## src/rtl/mult_seq_ctrl.sv

```systemverilog
// mult_seq_ctrl -- sequencing controller for an add/shift signed multiplier.
//
// Walks the datapath through WIDTH iterations of (conditional add, arithmetic
// shift) over X:A:B. The last iteration subtracts instead of adding, because
// the MSB of a two's-complement multiplier carries negative weight.
//
// Optional feature, selected by the macro MULT_AUTO_CLEAR_EN:
//   defined   - every run starts with a one-cycle ClearA pulse, so the result is
//               S*B from zero.
//   undefined - no clear state; A accumulates across consecutive runs so the
//               operator can chain multiplies. ClearA is tied low.
//
// Ports
//   Clk           system clock, rising edge
//   Reset         synchronous, active-high; forces IDLE from any state
//   Run           start request (level); one multiply per assertion
//   ClearA_LoadB  operator request: clear A/X and load B (honoured in IDLE only)
//   M             current LSB of the B register
//   Clr_Ld        strobe: clear A/X, load B
//   ClearA        strobe: clear A and X only
//   Add           strobe: A/X <= A + S
//   Sub           strobe: A/X <= A - S (final iteration)
//   Shift         strobe: arithmetic right shift of X:A:B
//   Busy          sequence in progress (CLR, ADD, SHIFT)
//   Done          result valid; held until Run is released
//
// state | meaning
// ------+-----------------------------------------------------------
// IDLE  | waiting for Run; ClearA_LoadB passes through as Clr_Ld
// CLR   | one-cycle clear of A/X before the first add (auto-clear build)
// ADD   | add or subtract S depending on M and the iteration number
// SHIFT | shift X:A:B right; advance iteration or finish
// DONE  | result valid; wait for Run to drop so one press = one multiply

module mult_seq_ctrl #(
    parameter int WIDTH = 8
) (
    input  logic Clk,
    input  logic Reset,
    input  logic Run,
    input  logic ClearA_LoadB,
    input  logic M,
    output logic Clr_Ld,
    output logic ClearA,
    output logic Add,
    output logic Sub,
    output logic Shift,
    output logic Busy,
    output logic Done
);

    localparam int CW = (WIDTH > 1) ? $clog2(WIDTH) : 1;
    localparam logic [CW-1:0] LAST = CW'(WIDTH - 1);

    typedef enum logic [2:0] {
        IDLE,
        CLR,
        ADD,
        SHIFT,
        DONE
    } state_t;

`ifdef MULT_AUTO_CLEAR_EN
    localparam state_t FIRST = CLR;
`else
    localparam state_t FIRST = ADD;
`endif

    state_t          state;
    state_t          state_nxt;
    logic [CW-1:0]   count;
    logic [CW-1:0]   count_nxt;
    logic            last_iter;

    assign last_iter = (count == LAST);

    always_comb begin
        state_nxt = state;
        count_nxt = count;
        case (state)
            IDLE: begin
                if (Run) begin
                    state_nxt = FIRST;
                    count_nxt = '0;
                end
            end
            CLR:   state_nxt = ADD;
            ADD:   state_nxt = SHIFT;
            SHIFT: begin
                if (last_iter) begin
                    state_nxt = DONE;
                end else begin
                    count_nxt = count + 1'b1;
                    state_nxt = ADD;
                end
            end
            DONE: begin
                if (!Run) state_nxt = IDLE;
            end
            default: state_nxt = IDLE;
        endcase
    end

    // Shift/Busy/Done (and ClearA) are registered from the next state, so they
    // are glitch-free and line up exactly with the state they describe.
    always_ff @(posedge Clk) begin
        if (Reset) begin
            state  <= IDLE;
            count  <= '0;
            Shift  <= 1'b0;
            Busy   <= 1'b0;
            Done   <= 1'b0;
`ifdef MULT_AUTO_CLEAR_EN
            ClearA <= 1'b0;
`endif
        end else begin
            state  <= state_nxt;
            count  <= count_nxt;
            Shift  <= (state_nxt == SHIFT);
            Busy   <= (state_nxt == CLR) || (state_nxt == ADD) || (state_nxt == SHIFT);
            Done   <= (state_nxt == DONE);
`ifdef MULT_AUTO_CLEAR_EN
            ClearA <= (state_nxt == CLR);
`endif
        end
    end

`ifndef MULT_AUTO_CLEAR_EN
    assign ClearA = 1'b0;
`endif

    // These depend on M (which moves with every shift) or on operator inputs,
    // so they are decoded combinationally from the current state. Reset masks
    // them so nothing reaches the datapath while reset is held.
    assign Add    = ~Reset & (state == ADD) & M & ~last_iter;
    assign Sub    = ~Reset & (state == ADD) & M &  last_iter;
    assign Clr_Ld = ~Reset & (state == IDLE) & ClearA_LoadB & ~Run;

endmodule
```

## config.mk

```make
export PLATFORM = sky130hd
export DESIGN_NAME = mult_seq_ctrl
export DESIGN_NICKNAME = d
export VERILOG_FILES = /design/src/rtl/mult_seq_ctrl.sv
export SDC_FILE = /design/constraint.sdc
export NUM_CORES = 1
export LEC_CHECK = 0
export ABC_AREA = 1
export BUFFER_PORTS_ARGS = -buffer_cell sky130_fd_sc_hd__buf_4
export CAP_MARGIN = 30
export CORE_MARGIN = 2
export CORE_UTILIZATION = 30
export DETAILED_ROUTE_END_ITERATION = 10
export PLACE_DENSITY = 0.48
export SYNTH_ARGS = -nofsm -noshare
export SYNTH_HDL_FRONTEND = slang
export SYNTH_SLANG_ARGS = --single-unit
```

## constraint.sdc

```tcl
create_clock -name Clk -period 2.47 [get_ports Clk]
set_clock_uncertainty 0.1 [all_clocks]
set_input_delay 0.494 -clock Clk [delete_from_list [all_inputs] [get_ports Clk]]
set_output_delay 0.494 -clock Clk [all_outputs]
set_load 0.05 [all_outputs]
```

==> metrics.md <==
| Metric | Value |
|---|---|
| Max-cap violations | `0` |
| Clock transition at the register clock pins on the worst setup and hold paths after CTS | `60 ps` |
| Clk Tree Root Cell | `clkbuf_4` |
| Via count of the first global-routing pass | `around 260` |
| Via count | `~360` |
| Unique masters post-synth | `19` |
| Yosys warns | `0` |
| Worst supply voltage drop on vdd | `~270 uV` |
| Mean Syn Cell Area | `around 7.7 um2` |
| Starting density of the core | `roughly a third` |
| Static power due to leakage | `about 0.25 nW` |
| Placed standard-cell area | `a little over 500 um2` |
| Min-Delay Path Class | `in2reg` |
| Post CTS Setup Buffer Count | `0` |
| Die Span Y | `between 40 and 50 um` |
| Accumulated negative setup slack | `0 ps` |
| TritonCTS clock tree | `done` |
| Detailed-route DRC error count | `0` |
| Worst Path Class, Setup | `reg2out` |
| Wire per inst | `about 9.4 um` |
| Port-buffer cells | `10` |
| Endpoint kind of the worst setup timing path | `primary output` |
| Worst Setup SP | `count[0]$_SDFFE_PP0P_` |
| Detailed Place HPWL | `around 570 um` |
| Arrival time worst endpoint | `about 1400 ps` |
| Time the final worst path needs with I/O delays and setup | `roughly 2000 ps` |
| Standard-cell rows | `13` |
| Iteration-0 DRC count of the detailed router | `6` |
| Yosys top cell by area | `dfxtp_1` |
| Number of flops mapped to enable cells by yosys | `0` |
| Worst-skew pair later-pin latency | `260 ps` |
| TritonCTS Sinks | `9` |
| Post-synthesis cell area | `around 420 um2` |
| Hold_sp | `Reset` |
| IO Count | `12` |
| Number of nets produced by synthesis | `61` |
| Sequential fraction of the synthesis area | `a little over two fifths` |
| Routability Congestion | `roughly 0.71` |
| CP endpoint | `Sub` |
| Run status | `completed` |
| Count of endpoints failing hold in the final timing report | `0` |
| Number of fill cells | `between 100 and 150` |
| Cells taking the most area after synthesis | `dfxtp_1 (43%), nand2_1 (8.1%), nor2_1 (7.2%)` |
| Most used flip-flop cell after synthesis | `dfxtp_1` |
| Unrepaired setup endpoints after global routing | `no` |
| Signed area change from the synthesized netlist to the final layout | `26.9%` |
| Total non-filler cell area in the finished layout | `531 um2` |
| Final Setup Violations | `0` |
| Power density over the cells | `about 650 nW/um2` |
| Count of mapped cells out of synthesis | `between 50 and 60` |
| Layout net count | `between 70 and 80` |
| Number of iterations in the first detailed-routing pass | `2` |
| Global Route Usage Sum | `a little over a tenth` |
| Vias per Instance | `approximately 4.4` |
| CP startpoint kind | `flop` |
| Final Max Tran Viols | `0` |
| Wire length of the first global-routing pass | `1.11 mm` |
| Post_cts resized | `0` |
| Worst R2R Setup Slack | `1040 ps` |
| Post-synthesis async set-or-reset flop share | `0%` |
| Count of hold buffers inserted by post-cts repair | `0` |
| Fin crit share | `about four fifths` |
| Count of cells along the worst register-to-register path | `7` |
| Residual overflow from global routing | `0` |
| Utilization after layout | `roughly 41%` |
| Total wire length | `between 700 and 800 um` |
| Die span in x | `41.3 um` |
| Antenna Cells | `0` |
| Antenna violations before repair | `0` |
| Maximum operating frequency | `514 MHz` |
| Total of flip-flops plus latches after synthesis | `9` |
| Overall die area | `about 1700 um2` |
| Floorplan Core Area | `1300 um2` |
| CTS H-tree depth | `1` |
| Count of antenna-violating nets left after detailed routing | `0` |
| Commonest cells in the netlist | `dfxtp_1 (9), nand2_1 (9), nor2_1 (8)` |
| Inserted Clock Buffers | `3` |
| Share of the synthesized area in the top cell type | `between 40% and 50%` |
| Endpoint of the worst register-to-register path | `state[1]$_SDFF_PP0_` |
| Deepest clock path buffer count | `2` |
| Largest net degree at the start of global routing | `8` |
| Layout cells sized above 1 | `29.9%` |
| Worst path required time | `between 1500 and 2000 ps` |
| Maximum fanout along the worst path | `4` |
| Reg-to-reg startpoint | `count[0]$_SDFFE_PP0P_` |
==> cells by family (layout without fill, tap and decap cells) <==
kind of cell / after synthesis / after routing / synth area share, %
DFF: 9 / 9 / 43.1
adders and majority gates: 2 / 2 / 5.99
and+or+nand+nor: 30 / 30 / 36.8
AOI/OAI and AO/OA: 5 / 5 / 5.99
buffers and inverters: 7 / 20 / 7.19
other: 1 / 1 / 0.897
==> flip-flops by register name (all words and copies together), names as in the netlist <==
| name | flops |
|---|---|
| Done | 1 |
| state | 3 |
| count | 3 |
| Busy | 1 |
| Shift | 1 |
==> cell usage in the layout, fill, tap and decap left out, drive strengths merged, types with 2 or more instances in the layout <==
master,count
ha,2
buf,10
nor4,2
a21oi,4
nor2,10
nand3,2
inv,6
dfxtp,9
nand2,12
clkbuf,4
nor3,3
==> worst min-delay path by stage <==
stage	endpoint	depth (start not counted)
3_3_place_gp	count[1]$_SDFFE_PP0P_	2
4_1_cts	Busy$_SDFF_PP0_	2
6_report	Busy$_SDFF_PP0_	2
2_1_floorplan	count[1]$_SDFFE_PP0P_	2
5_1_grt	Busy$_SDFF_PP0_	2
3_5_place_dp	count[1]$_SDFFE_PP0P_	2
==> critical path: stages, from the launching register on <==
cell and delay, ps:
dfxtp_1 320, ha_1 200, ha_1 190, inv_1 130
nor2_1 70, buf_4 180
==> final cells by class <==
type / count / area [um2] / area share, %
repair buffers: 10 / 75.1 / 14.2
inverters: 6 / 22.5 / 4.25
flip-flops and latches: 9 / 180 / 34.0
well taps: 15 / 18.8 / 3.54
multi-input cells: 38 / 208 / 39.2
clock buffers: 4 / 26.3 / 4.95
==> metal layers <==
layer | share of wire [%] | routed length [um] | track usage [%] | up-vias
met3 | 8.7 | 67 | 3.19 | 5
met2 | 36 | 281 | 12.9 | 13
li1 | - | - | - | 200
met5 | 0 | 0 | 0 | -
met1 | 51 | 395 | 15.2 | 144
met4 | 3.5 | 27 | 9.68 | 0
==> report_power, final <==
group	internal (mW)	total (mW)	leakage, nW	switching (mW)
registers	0.156	0.163	0.0738	0.00716
clock network	0.0622	0.113	0.0150	0.0505
logic	0.0238	0.0698	0.162	0.0460
total	0.242	0.345	0.251	0.104
==> metrics by stage <==
step           std cells  power [mW]  hold slack, ps  worst slack, ps
2_1_floorplan         54       0.217             357              522
3_3_place_gp          78       0.237             371              696
3_5_place_dp          78       0.235             379              678
4_1_cts               82       0.350             338              504
5_1_grt               82       0.370             353              423
6_report              82       0.345             348              525
No activity file was read; power rests on OpenSTA's default activity.
